<file path="src/rtl/conv_pkg.sv">
// Shared types and constants for the output collector: the frame state encoding,
// the coordinate width and the frame-size helper.
package conv_pkg;

  typedef enum logic [1:0] {
    IDLE,
    ACTIVE,
    DRAIN,
    DONE
  } collector_state_t;

  localparam int COORD_WIDTH = 32;

  // Outputs per frame, wrapping modulo 2^32 like the hardware counter it is compared against.
  function automatic logic [31:0] frame_total(input int unsigned w, input int unsigned h,
                                              input int unsigned c);
    logic [31:0] t;
    t = w * h;
    t = t * c;
    return t;
  endfunction

endpackage

</file>
<file path="src/rtl/output_collector_if.sv">
// Pixel capture and stream-out signals of the output collector.
// The slave modport is the collector's view; the master modport is the controller/sink view.
interface output_collector_if #(
  parameter int DATA_WIDTH = 32
);
  import conv_pkg::*;

  logic                   start;
  logic                   in_valid;
  logic [DATA_WIDTH-1:0]  in_data;
  logic [COORD_WIDTH-1:0] in_x;
  logic [COORD_WIDTH-1:0] in_y;
  logic [COORD_WIDTH-1:0] in_ch;
  logic                   almost_full;
  logic                   out_valid;
  logic                   out_ready;
  logic [DATA_WIDTH-1:0]  out_data;
  logic [COORD_WIDTH-1:0] out_x;
  logic [COORD_WIDTH-1:0] out_y;
  logic [COORD_WIDTH-1:0] out_ch;
  logic                   running;
  logic                   frame_done;
  logic                   overflow;

  modport master (
    output start, in_valid, in_data, in_x, in_y, in_ch, out_ready,
    input  almost_full, out_valid, out_data, out_x, out_y, out_ch,
           running, frame_done, overflow
  );

  modport slave (
    input  start, in_valid, in_data, in_x, in_y, in_ch, out_ready,
    output almost_full, out_valid, out_data, out_x, out_y, out_ch,
           running, frame_done, overflow
  );

endinterface

</file>
<file path="src/rtl/output_collector_sync_fifo.sv">
// Show-ahead register FIFO; pointers carry one extra wrap bit so full and empty differ.
// The caller guarantees push only when not full (or popping) and pop only when not empty.
module sync_fifo #(
  parameter int WIDTH = 128,
  parameter int DEPTH = 8
) (
  input  logic                     clk,
  input  logic                     arst_in,
  input  logic                     push,
  input  logic                     pop,
  input  logic [WIDTH-1:0]         wdata,
  output logic [WIDTH-1:0]         rdata,
  output logic                     full,
  output logic                     empty,
  output logic [$clog2(DEPTH):0]   count
);
  localparam int AW = $clog2(DEPTH);

  logic [WIDTH-1:0] mem [DEPTH];
  logic [AW:0]      wr_ptr;
  logic [AW:0]      rd_ptr;

  always_ff @(posedge clk or posedge arst_in) begin
    if (arst_in) begin
      wr_ptr <= '0;
      rd_ptr <= '0;
    end else begin
      if (push) wr_ptr <= wr_ptr + 1'b1;
      if (pop)  rd_ptr <= rd_ptr + 1'b1;
    end
  end

  // Storage is data only and is never reset; the head is masked while empty.
  always_ff @(posedge clk) begin
    if (push) mem[wr_ptr[AW-1:0]] <= wdata;
  end

  assign count = wr_ptr - rd_ptr;
  assign empty = (wr_ptr == rd_ptr);
  assign full  = (wr_ptr[AW] != rd_ptr[AW]) && (wr_ptr[AW-1:0] == rd_ptr[AW-1:0]);
  assign rdata = empty ? '0 : mem[rd_ptr[AW-1:0]];

endmodule

</file>
<file path="src/rtl/output_collector.sv">
// Collects finished output pixels from the conv controller, buffers them and streams them out,
// tracking frame progress, backpressure and overflow errors.
module output_collector
  import conv_pkg::*;
#(
  parameter int DATA_WIDTH         = 32,
  parameter int FEATURE_MAP_WIDTH  = 1024,
  parameter int FEATURE_MAP_HEIGHT = 1024,
  parameter int OUTPUT_NB_CHANNELS = 64,
  parameter int FIFO_DEPTH         = 8,
  parameter int AF_MARGIN          = 2
) (
  input logic               clk,
  input logic               arst_in,
  output_collector_if.slave bus
);
  localparam logic [31:0] TOTAL =
    frame_total(FEATURE_MAP_WIDTH, FEATURE_MAP_HEIGHT, OUTPUT_NB_CHANNELS);
  localparam int WIDTH = DATA_WIDTH + 3 * COORD_WIDTH;
  localparam int CW    = $clog2(FIFO_DEPTH) + 1;

  collector_state_t state;
  collector_state_t state_next;
  logic [31:0]      push_cnt;
  logic             push;
  logic             pop;
  logic             full;
  logic             empty;
  logic             ovf_evt;
  logic             last_push;
  logic [CW-1:0]    count;
  logic [CW-1:0]    count_next;
  logic [CW-1:0]    free_next;
  logic [WIDTH-1:0] head;
  logic             almost_full;
  logic             overflow;
  logic             running;
  logic             frame_done;

  assign pop       = !empty && bus.out_ready;
  assign push      = bus.in_valid && (state == ACTIVE) && (!full || pop);
  // Any pixel that is not accepted is lost, whatever the reason.
  assign ovf_evt   = bus.in_valid && !push;
  assign last_push = push && (push_cnt + 32'd1 == TOTAL);

  assign count_next = count + {{(CW-1){1'b0}}, push} - {{(CW-1){1'b0}}, pop};
  assign free_next  = CW'(FIFO_DEPTH) - count_next;

  sync_fifo #(
    .WIDTH (WIDTH),
    .DEPTH (FIFO_DEPTH)
  ) u_fifo (
    .clk     (clk),
    .arst_in (arst_in),
    .push    (push),
    .pop     (pop),
    .wdata   ({bus.in_ch, bus.in_y, bus.in_x, bus.in_data}),
    .rdata   (head),
    .full    (full),
    .empty   (empty),
    .count   (count)
  );

  always_ff @(posedge clk or posedge arst_in) begin
    if (arst_in) state <= IDLE;
    else         state <= state_next;
  end

  always_comb begin
    state_next = state;
    running    = 1'b0;
    frame_done = 1'b0;
    case (state)
      IDLE:   if (bus.start) state_next = ACTIVE;
      ACTIVE: begin
        running = 1'b1;
        if (last_push) state_next = DRAIN;
      end
      DRAIN: begin
        running = 1'b1;
        if (count_next == '0) state_next = DONE;
      end
      DONE: begin
        frame_done = 1'b1;
        state_next = IDLE;
      end
      default: state_next = IDLE;
    endcase
  end

  // A drop in the same cycle as start still flags, so the error is never lost.
  always_ff @(posedge clk or posedge arst_in) begin
    if (arst_in) begin
      push_cnt    <= '0;
      overflow    <= 1'b0;
      almost_full <= 1'b0;
    end else begin
      almost_full <= (free_next <= CW'(AF_MARGIN));
      if (state == IDLE && bus.start) push_cnt <= '0;
      else if (push)                  push_cnt <= push_cnt + 32'd1;
      if (ovf_evt)                         overflow <= 1'b1;
      else if (state == IDLE && bus.start) overflow <= 1'b0;
    end
  end

  assign {bus.out_ch, bus.out_y, bus.out_x, bus.out_data} = head;
  assign bus.out_valid   = !empty;
  assign bus.almost_full = almost_full;
  assign bus.overflow    = overflow;
  assign bus.running     = running;
  assign bus.frame_done  = frame_done;

endmodule

</file>
<file path="src/flat_wrapper.sv">
// flat-port wrapper written by rule: the top's interface ports become plain ports
module output_collector_flat import conv_pkg::*;
#(
  parameter int DATA_WIDTH         = 32,
  parameter int FEATURE_MAP_WIDTH  = 1024,
  parameter int FEATURE_MAP_HEIGHT = 1024,
  parameter int OUTPUT_NB_CHANNELS = 64,
  parameter int FIFO_DEPTH         = 8,
  parameter int AF_MARGIN          = 2
)
  (clk, arst_in, bus_start, bus_in_valid, bus_in_data, bus_in_x, bus_in_y, bus_in_ch, bus_out_ready, bus_almost_full, bus_out_valid, bus_out_data, bus_out_x, bus_out_y, bus_out_ch, bus_running, bus_frame_done, bus_overflow);
  output_collector_if #(.DATA_WIDTH(DATA_WIDTH)) bus_i ();
  input logic clk;
  input logic arst_in;
  input wire logic [$bits(bus_i.start)-1:0] bus_start;
  input wire logic [$bits(bus_i.in_valid)-1:0] bus_in_valid;
  input wire logic [$bits(bus_i.in_data)-1:0] bus_in_data;
  input wire logic [$bits(bus_i.in_x)-1:0] bus_in_x;
  input wire logic [$bits(bus_i.in_y)-1:0] bus_in_y;
  input wire logic [$bits(bus_i.in_ch)-1:0] bus_in_ch;
  input wire logic [$bits(bus_i.out_ready)-1:0] bus_out_ready;
  output wire logic [$bits(bus_i.almost_full)-1:0] bus_almost_full;
  output wire logic [$bits(bus_i.out_valid)-1:0] bus_out_valid;
  output wire logic [$bits(bus_i.out_data)-1:0] bus_out_data;
  output wire logic [$bits(bus_i.out_x)-1:0] bus_out_x;
  output wire logic [$bits(bus_i.out_y)-1:0] bus_out_y;
  output wire logic [$bits(bus_i.out_ch)-1:0] bus_out_ch;
  output wire logic [$bits(bus_i.running)-1:0] bus_running;
  output wire logic [$bits(bus_i.frame_done)-1:0] bus_frame_done;
  output wire logic [$bits(bus_i.overflow)-1:0] bus_overflow;
  assign bus_i.start = bus_start;
  assign bus_i.in_valid = bus_in_valid;
  assign bus_i.in_data = bus_in_data;
  assign bus_i.in_x = bus_in_x;
  assign bus_i.in_y = bus_in_y;
  assign bus_i.in_ch = bus_in_ch;
  assign bus_i.out_ready = bus_out_ready;
  assign bus_almost_full = bus_i.almost_full;
  assign bus_out_valid = bus_i.out_valid;
  assign bus_out_data = bus_i.out_data;
  assign bus_out_x = bus_i.out_x;
  assign bus_out_y = bus_i.out_y;
  assign bus_out_ch = bus_i.out_ch;
  assign bus_running = bus_i.running;
  assign bus_frame_done = bus_i.frame_done;
  assign bus_overflow = bus_i.overflow;
  output_collector #(.DATA_WIDTH(DATA_WIDTH), .FEATURE_MAP_WIDTH(FEATURE_MAP_WIDTH), .FEATURE_MAP_HEIGHT(FEATURE_MAP_HEIGHT), .OUTPUT_NB_CHANNELS(OUTPUT_NB_CHANNELS), .FIFO_DEPTH(FIFO_DEPTH), .AF_MARGIN(AF_MARGIN)) u_core (.clk(clk), .arst_in(arst_in), .bus(bus_i));
endmodule
</file>
<file path="config.mk">
export PLATFORM = sky130hd
export DESIGN_NAME = output_collector_flat
export DESIGN_NICKNAME = d
export VERILOG_FILES = /design/src/rtl/conv_pkg.sv /design/src/rtl/output_collector_if.sv /design/src/rtl/output_collector_sync_fifo.sv /design/src/rtl/output_collector.sv /design/src/flat_wrapper.sv
export SDC_FILE = /design/constraint.sdc
export NUM_CORES = 1
export LEC_CHECK = 0
export ABC_AREA = 1
export CORE_ASPECT_RATIO = 1.2
export CORE_MARGIN = 10
export CORE_UTILIZATION = 60
export CTS_CLUSTER_SIZE = 40
export DETAILED_ROUTE_END_ITERATION = 7
export PLACE_DENSITY = 0.85
export RECOVER_POWER = 25
export SLEW_MARGIN = 10
export SYNTH_ARGS = -nofsm -noshare
export SYNTH_HDL_FRONTEND = slang
export SYNTH_SLANG_ARGS = --single-unit
</file>
<file path="constraint.sdc">
create_clock -name clk -period 33.9 [get_ports clk]
set_input_delay 8.475 -clock clk [delete_from_list [all_inputs] [get_ports clk]]
set_output_delay 8.475 -clock clk [all_outputs]
set_load 0.01 [all_outputs]
</file>
# Word level (Yosys, flattened, before mapping)
# Memories as Yosys holds them, arrays and structs flattened.
# Cells that the tools add are included.
dict set report totals {
  output_inout_bits 133
  ramBits 1024
  mem_count 1
  word_cells 55
  regBits 44
  in_bits 133
}
dict set report op_classes {
  add_sub_neg 7
  n_eq_ne 10
  n_mux 13
  magnitude_cmp 1
  n_reduce_logical 17
}
# memory depth word_bits read_ports rd_clocked_by_memory_dff wr line_no
set memory_table {}
lappend memory_table {u_core.u_fifo.mem 8 128 1 0 1 output_collector_sync_fifo.sv:19} ;# logic [WIDTH-1:0] mem [DEPTH];
# operator count
set op_table {}
lappend op_table {{$mux 128} 1}
lappend op_table {{$mux 32} 2}
lappend op_table {{$add 32x1->32 const B} 1}
lappend op_table {{$eq 32x27->1 const B} 1}
lappend op_table {{$add 4x1->4 const B} 2}
lappend op_table {{$pmux 2 s4} 1}
lappend op_table {{$logic_and 1x1->1} 7}
lappend op_table {{$mux 1} 6}
lappend op_table {{$mux 2} 3}
lappend op_table {{$add 4x1->4} 1}
lappend op_table {{$eq 2x2->1 const B} 2}
lappend op_table {{$eq 4x4->1} 1}
lappend op_table {{$le 4x2->1 const B} 1}
lappend op_table {{$logic_not 4->1} 1}
lappend op_table {{$ne 2x1->1 const B} 2}
lappend op_table {{$reduce_bool 2->1} 2}
lappend op_table {{$sub 4x1->4} 1}
lappend op_table {{$sub 4x4->4} 1}
lappend op_table {{$sub 4x4->4 const A} 1}
lappend op_table {{$eq 3x3->1} 1}
lappend op_table {{$logic_not 1->1} 3}
lappend op_table {{$reduce_and 3->1} 1}
lappend op_table {{$eq 2x1->1 const B} 1}
lappend op_table {{$logic_not 2->1} 1}
lappend op_table {{other kinds (4)} 4}

# Depth between registers and ports, before layout
# Gate-level depths: netlist of the first run.
dict set report depth {
  word_depth 10
  depth_mapped 19
  mapped_depth_nobuf 19
}

# By module
# Synthesis of the first run repeated with hierarchy kept, for this count alone.
dict set report unflattened {
  cells_unflattened 4925
  hier_area_um2 48011.0
}
# module area_per_inst_um2 instances cells_per_inst seq_area_each_um2
set modules_own_cells {}
lappend modules_own_cells {sync_fifo 45283.4 1 4499 30949.7}
lappend modules_own_cells {output_collector 2727.6 1 426 900.9}

# Least setup slack after synthesis of the first run
# Ideal clock, no wire load.
dict set report synth_path {
  kind {input to register}
  start {input port bus_out_ready}
  end {memory u_core.u_fifo.mem[2][0] (enable)}
  setup_ps 772
  arrival_time_ps 17623
  stages 6
  n_path_buf 0
  slack_ps 15504
  required_ps 33128
  path_cell_list {nor2_1 > nand2_1 > nand2_1 > inv_1 > nand2_1 > nor3_1}
}
dict set report synth_via {
  elab_chain_cells 5
}
# item line_no
set synth_lines {}
lappend synth_lines {{from (decl)} flat_wrapper.sv:21} ;# input wire logic [$bits(bus_i.out_ready)-1:0] bus_out_ready;
lappend synth_lines {{$logic_and 1x1->1} output_collector.sv:40} ;# assign pop = !empty && bus.out_ready;
lappend synth_lines {{$logic_or 1x1->1} output_collector.sv:41} ;# assign push = bus.in_valid && (state == ACTIVE) && (!full || pop);
lappend synth_lines {{$logic_and 1x1->1} output_collector.sv:41}
lappend synth_lines {{named net u_core.push} output_collector.sv:25} ;# logic push;
lappend synth_lines {{$mux 1} output_collector_sync_fifo.sv:35} ;# if (push) mem[wr_ptr[AW-1:0]] <= wdata;
lappend synth_lines {{$mux 1 (implied by the code)} output_collector_sync_fifo.sv:35}
lappend synth_lines {{to (decl)} output_collector_sync_fifo.sv:19}
# The timed path passes the listed nets, and every way through them passes these cells.

# Worst setup path in the final report of the first run
dict set report layout_path {
  start {register u_core.u_fifo.rd_ptr[0]}
  end {output port bus_out_x[17]}
}
dict set report layout_via {
  elab_chain_cells 2
  elab_cells_between_ends 3
  classes_between {1 x eq/ne; 1 x mux; 1 x memory}
}
# item line_no
set layout_lines {}
lappend layout_lines {{from (decl)} output_collector_sync_fifo.sv:21} ;# logic [AW:0] rd_ptr;
lappend layout_lines {{from (signal assigned)} output_collector_sync_fifo.sv:29} ;# if (pop) rd_ptr <= rd_ptr + 1'b1;
lappend layout_lines {{$mem_v2 8x128 or $eq 4x4->1 (tied branches)} --}
lappend layout_lines {{$mux 128 *} output_collector_sync_fifo.sv:41} ;# assign rdata = empty ? '0 : mem[rd_ptr[AW-1:0]];
lappend layout_lines {{to (decl)} flat_wrapper.sv:25} ;# output wire logic [$bits(bus_i.out_x)-1:0] bus_out_x;
# Mark *: on every way between the ends. The rest lies on a longest branch, timed or not.

==> impl_metrics.env, run 1 <==
export IMPL_status="completed"
export IMPL_power_leakage_uw=0.0162
export IMPL_max_vdd_ir_drop_v=0.000101
export IMPL_clock_latency_ns=0.66
export IMPL_drt_iter0_markers=3661
export IMPL_yosysWarnings=0
export IMPL_synthArstFlopShare_pct=4.12
export IMPL_finalSetupTns_ns=0
export IMPL_timing_fmax_mhz=71.9
export IMPL_hold_path_class="flip-flop to flip-flop"
export IMPL_cts_sinks=1068
export IMPL_cts_resized=0
export IMPL_drive_gt1_share_pct=6.23
export IMPL_synthTopCellsByArea="edfxtp_1 72%, o21ai_0 7.7%, nor2_1 7.3%, dfrtp_1 2.6%, o22ai_1 2.0%"
export IMPL_vias=28700
export IMPL_layout_common_cells="1,024 x edfxtp_1, 816 x nor2_1, 656 x o21ai_0, 188 x clkdlybuf4s50_1, 174 x nand2_1"
export IMPL_finalCritPeriodShare_pct=41.1
export IMPL_met2_length_um=54500
export IMPL_wl_met3_um=9790
export IMPL_clkTransAtPathRegs_ns=0.06
export IMPL_synth_top_cell_area_share_pct=72.3
export IMPL_synth_top_family_by_area="compound AO/OA/AOI/OAI gates"
export IMPL_netlist_instances=3380
export IMPL_powerDensity_mw_per_mm2=88.7
export IMPL_setup_viol=0
export IMPL_antenna_found_initial=29
export IMPL_netlist_area_mm2=0.0425
export IMPL_hold_viol_final=0
export IMPL_first_global_vias=28200
export IMPL_wl_met1_um=38400
export IMPL_synth_xor_area_share_pct=0.268
export IMPL_ys_flop_type="edfxtp_1"
export IMPL_clock_root_buffer="clkbuf_16"
export IMPL_nets=3716
export IMPL_clock_skew_ns=0.0353
export IMPL_min_from="u_core.u_fifo.wr_ptr[3]"
export IMPL_crit_arrival_ns=5.44
export IMPL_cp_start_kind="flip-flop"
export IMPL_post_route_min_period_ns=13.92
export IMPL_via_per_inst=6.26
export IMPL_area_growth_pct=15.8
export IMPL_maxUsedRoutingLayer="met5"
export IMPL_synth_fp_nets=3530
export IMPL_slew_headroom_pct=16.1
export IMPL_track_usage_pct=24.8
export IMPL_synth_area_per_cell_um2=12.6
export IMPL_routedWlPerCell_um=23.1
export IMPL_cp_data_required_time_ns=25.42
export IMPL_drc_errors=0
export IMPL_grt_pass1_wl_um=161000
export IMPL_seq_area_frac_synth_pct=74.9
export IMPL_antenna_left=0
export IMPL_ys_types=31
export IMPL_worstSetupPathType="flip-flop to output port"
export IMPL_synth_seq_cells=1068
export IMPL_numCtsBuffers=98
export IMPL_num_rows=106
export IMPL_grt_ovfl_total=0
export IMPL_fp_dieW_um=263
export IMPL_synth_fa_ha_area_share_pct=0.553
export IMPL_die_h_um=312
export IMPL_crit_path_start="u_core.u_fifo.rd_ptr[0]"
export IMPL_rsz0062_at_grt="no"
export IMPL_synth_compound_area_share_pct=11.8
export IMPL_holdBufCountCts=0
export IMPL_firstDrtPassIters=7
export IMPL_endpoint_kind="output port"
export IMPL_synth_simple_gate_area_share_pct=9.81
export IMPL_crit_path_max_fanout=84
export IMPL_final_common_cell="edfxtp_1"
export IMPL_grt_max_degree=241
export IMPL_crit_chain="buf_4 -> buf_4 -> buf_4 -> o21ai_0 -> o22ai_1 -> o21ai_0 -> a31oi_1 -> clkdlybuf4s50_1"
export IMPL_max_cap_violations=0
export IMPL_critical_path_max_stage_delay_ns=0.78
export IMPL_cts_setup_buffers=0
export IMPL_start_util_pct=60.8
export IMPL_synth_mux_area_share_pct=0
export IMPL_htree_levels=3
export IMPL_synth_top_cell_by_area="edfxtp_1"
export IMPL_reg2reg_from="u_core.u_fifo.rd_ptr[0]"
export IMPL_crit_top_cell="buf_4"
export IMPL_drv_slew=0
export IMPL_tightest_slew_ns=1.26
export IMPL_io_pins=266
export IMPL_fin_util_pct=70.4
export IMPL_place_gp_congestion=0.843
export IMPL_synth_edff_count=1024
export IMPL_core_mm2=0.0699
export IMPL_wl_um=106000
export IMPL_dieArea_mm2=0.0819
export IMPL_clockBufferDepth=3
export IMPL_port_buffers=265
export IMPL_dp_hpwl_um=54400
export IMPL_slowest_stage="buf_4"
export IMPL_tritoncts="yes"
-- stage by stage --
step	hold WS [ns]	std cells	cell area, µm²	power, µW	worst slack [ns]
after floorplan	0.462	3380	42500	2520	15.50
after global placement	0.480	4384	45800	3180	20.89
after detailed placement	0.480	4384	45800	3230	20.84
after CTS	0.489	4564	49200	4370	20.01
after global routing	0.522	4575	49200	4580	19.64
final	0.490	4576	49200	4370	19.98
-- layout make-up --
| class | count | area (µm²) |
|---|---|---|
| inverter | 64 | 263 |
| clock inverter | 64 | 801 |
| sequential | 1068 | 31900 |
| fill | 4268 | 20700 |
| timing repair buffer | 304 | 2960 |
| antenna | 12 | 30.0 |
| tap | 918 | 1150 |
| multi-input combinational | 2030 | 9610 |
| clock buffer | 116 | 2540 |
-- per-layer routing --
layer / vias up / track usage [%]
met5: - / 0
met3: 233 / 4.65
li1: 12700 / -
met1: 14000 / 30.7
met4: 20 / 9.31
met2: 1738 / 42.9
-- cell families (layout without fill, tap and decap cells) --
kind of cell    after synthesis  after routing
simple gates               1063           1063
xor+xnor                     13             13
compound gates              937            937
flops                      1068           1068
fa+ha+maj                    17             17
other cells                   0             12
buf+inv                     282            548
-- critical path, delay by kind of cell (launching register included) --
kind,cells,cell delay (ns)
DFF,1,0.68
buffers and inverters,4,2.93
AOI/OAI and AO/OA,4,1.08
-- registers in the layout, summed over array words and instances (netlist names) --
name / count
u_core.state: 2
u_core.u_fifo.mem: 1024
u_core.u_fifo.wr_ptr: 4
u_core.push_cnt: 32
u_core.bus.almost_full: 1
u_core.bus.overflow: 1
u_core.u_fifo.rd_ptr: 4
-- synthesized netlist by cell type, drive strengths merged (14+ instances only) --
cell	number
buf	50
nor2	836
edfxtp	1024
dfrtp	44
clkbuf	168
nand2	184
o22ai	137
o21ai	669
a31oi	128
inv	63
nand3	31
ha	14
-- worst paths after layout --
check | slack, ns | depth (start not counted) | to
hold / removal | 0.49 | 1 | u_core.u_fifo.wr_ptr[3]
max in group asynchronous | 25.16 | 3 | u_core.u_fifo.rd_ptr[1]
min in group asynchronous | 8.27 | 3 | u_core.push_cnt[17]
setup reg to reg | 28.69 | 17 | u_core.state[1]
setup / recovery | 19.98 | 8 | bus_out_x[17]
hold reg to reg | 0.49 | 1 | u_core.u_fifo.wr_ptr[3]
-- where the power goes --
part / total [µW] / internal (µW) / switching (µW)
sequential: 1570 / 1530 / 38.1
clock: 1140 / 655 / 481
combinational: 1660 / 622 / 1040
No activity file was read; power rests on OpenSTA's default activity.
==> inputs of run 2 (changes only) <==
--- a/config.mk
+++ b/config.mk
@@ -8,10 +8,10 @@
 export ABC_AREA = 1
 export CORE_ASPECT_RATIO = 1.2
 export CORE_MARGIN = 10
-export CORE_UTILIZATION = 60
+export CORE_UTILIZATION = 53
 export CTS_CLUSTER_SIZE = 40
 export DETAILED_ROUTE_END_ITERATION = 7
-export PLACE_DENSITY = 0.85
+export PLACE_DENSITY = 0.79
 export RECOVER_POWER = 25
 export SLEW_MARGIN = 10
 export SYNTH_ARGS = -nofsm -noshare
==> constraint.sdc (replaced) <==
create_clock -name clk -period 11.4 [get_ports clk]
set_input_delay 2.85 -clock clk [delete_from_list [all_inputs] [get_ports clk]]
set_output_delay 2.85 -clock clk [all_outputs]
set_load 0.01 [all_outputs]
==> run 2 against run 1 <==
Total power grew to 2.9 times the previous value. Cell count grew 2.8%. Largest power group unchanged. Flip-flop and latch count is the same. Register-to-register slack lost 23 ns. Sequential power grew to 3.0 times the previous value. Worst setup slack lost 17 ns.
==> impl_metrics.env, run 2 (synthesized netlist as in run 1, its figures left out) <==
export IMPL_placed_area_mm2=0.0460
export IMPL_status="completed"
export IMPL_start_util_pct=53.6
export IMPL_p_seq_share_pct=36.4
export IMPL_post_route_min_period_ns=8.37
export IMPL_drive_gt1_share_pct=5.94
export IMPL_post_route_cell_area_mm2=0.0493
export IMPL_max_vdd_ir_drop_v=0.000242
export IMPL_clock_skew_ns=0.0212
export IMPL_cp_num_buf_inv=4
export IMPL_cp_data_required_time_ns=8.55
export IMPL_holdBufCountCts=0
export IMPL_crit_path_max_fanout=86
export IMPL_cp_start_kind="flip-flop"
export IMPL_use_met2_pct=37.0
export IMPL_crit_top_cell="buf_4"
export IMPL_dp_hpwl_um=51500
export IMPL_cts_sinks=1068
export IMPL_fp_dieW_um=279
export IMPL_routedWlPerCell_um=21.3
export IMPL_drc_errors=0
export IMPL_largest_reg_flops=1024
export IMPL_grt_use_met1_pct=26.5
export IMPL_power_leakage_uw=0.0162
export IMPL_powerDensity_mw_per_mm2=260
export IMPL_tightest_slew_ns=1.17
export IMPL_via_per_inst=5.84
export IMPL_cts_setup_buffers=0
export IMPL_rsz0062_at_grt="no"
export IMPL_track_usage_pct=21.4
export IMPL_slew_headroom_pct=22.0
export IMPL_grt_busiest_layer="met2"
export IMPL_clkTransAtPathRegs_ns=0.06
export IMPL_port_buffers=265
export IMPL_pre_cts_slack_ns=3.78
export IMPL_drv_slew=0
export IMPL_instances_no_fill=4704
export IMPL_dp_cells=4497
export IMPL_slowest_stage="dfrtp_4"
export IMPL_hold_path_class="flip-flop to flip-flop"
export IMPL_crit_arrival_ns=5.52
export IMPL_sw_frac_of_total_pct=35.2
export IMPL_cp_top_family="buffers and inverters"
export IMPL_place_gp_congestion=0.830
export IMPL_clock_root_buffer="clkbuf_16"
export IMPL_first_global_vias=26700
export IMPL_grt_ovfl_total=0
export IMPL_clockBufferDepth=3
export IMPL_firstDrtPassIters=5
export IMPL_core_mm2=0.0793
export IMPL_finalSetupTns_ns=0
export IMPL_layout_setup_ws_ns=3.03
export IMPL_worstSetupPathType="flip-flop to output port"
export IMPL_p_switching_uw=4520
export IMPL_clock_latency_ns=0.68
export IMPL_timing_hold_ws_ns=0.495
export IMPL_vias=27500
export IMPL_layout_common_cells="1,024 x edfxtp_1, 816 x nor2_1, 656 x o21ai_0, 186 x clkdlybuf4s50_1, 174 x nand2_1"
export IMPL_antenna_left=0
export IMPL_grt_max_degree=241
export IMPL_gr_usage_met3_pct=3.94
export IMPL_p_clk_share_pct=25.8
export IMPL_tritoncts="yes"
export IMPL_die_h_um=330
export IMPL_numCtsBuffers=101
export IMPL_crit_chain="buf_4 -> buf_4 -> buf_4 -> o21ai_0 -> o22ai_1 -> o21ai_0 -> a31oi_1 -> clkdlybuf4s50_1"
export IMPL_num_rows=113
export IMPL_antenna_found_initial=23
export IMPL_area_growth_pct=16.0
export IMPL_n_fill_cell=5729
export IMPL_combPwrFrac_pct=37.8
export IMPL_final_common_cell="edfxtp_1"
export IMPL_dieArea_mm2=0.0920
export IMPL_critical_path_max_stage_delay_ns=0.82
export IMPL_internal_power_uw=8320
export IMPL_wl_um=100000
export IMPL_cts_resized=0
export IMPL_io_pins=266
export IMPL_htree_levels=3
export IMPL_hold_viol_final=0
export IMPL_max_cap_violations=0
export IMPL_drt_iter0_markers=2700
export IMPL_endpoint_kind="output port"
export IMPL_grt_pass1_wl_um=154000
export IMPL_nets=3715
export IMPL_setup_viol=0
export IMPL_timing_fmax_mhz=119
export IMPL_finalCritPeriodShare_pct=73.4
-- run 2: metal layers --
metal	wire length, µm	share of wire (%)
met2	50500	50
met4	2520	2.5
met1	39400	39
met5	79	0.079
met3	7580	7.6
-- run 2: final timing paths --
| path | start | to | slack (ns) | cells past startpoint |
|---|---|---|---|---|
| hold reg to reg | u_core.u_fifo.wr_ptr[3] | u_core.u_fifo.wr_ptr[3] | 0.49 | 1 |
| setup reg to reg | u_core.u_fifo.rd_ptr[0] | u_core.state[0] | 5.32 | 18 |
| min in group asynchronous | arst_in | u_core.push_cnt[9] | 2.65 | 3 |
| setup / recovery | u_core.u_fifo.rd_ptr[0] | bus_out_y[13] | 3.03 | 8 |
| max in group asynchronous | arst_in | u_core.u_fifo.rd_ptr[0] | 8.29 | 3 |
| hold / removal | u_core.u_fifo.wr_ptr[3] | u_core.u_fifo.wr_ptr[3] | 0.49 | 1 |
-- run 2: final cells by class --
cell class	count	area, µm²	share of cell area, %
Clock buffer	133	2720	5.51
Tap cell	1035	1290	2.63
Sequential cell	1068	31900	64.6
Inverter	64	263	0.533
Antenna cell	18	45.0	0.0913
Clock inverter	56	564	1.14
Multi-Input combinational cell	2030	9620	19.5
Timing Repair Buffer	300	2950	5.99
-- run 2: power by group through the flow --
stage	Combinational, µW	Clock (µW)	Sequential, µW
after floorplan	2760	0	4730
after global placement	4770	0	4750
after detailed placement	4850	0	4750
after CTS	4890	3360	4670
after global routing	5320	3510	4690
final	4850	3310	4670
-- run 2: through the flow --
stage                     util, %  total power [µW]
after floorplan                 -              7490
after global placement       58.0              9510
after detailed placement     58.0              9610
after CTS                    62.1             12900
after global routing         62.1             13500
final                        62.2             12800
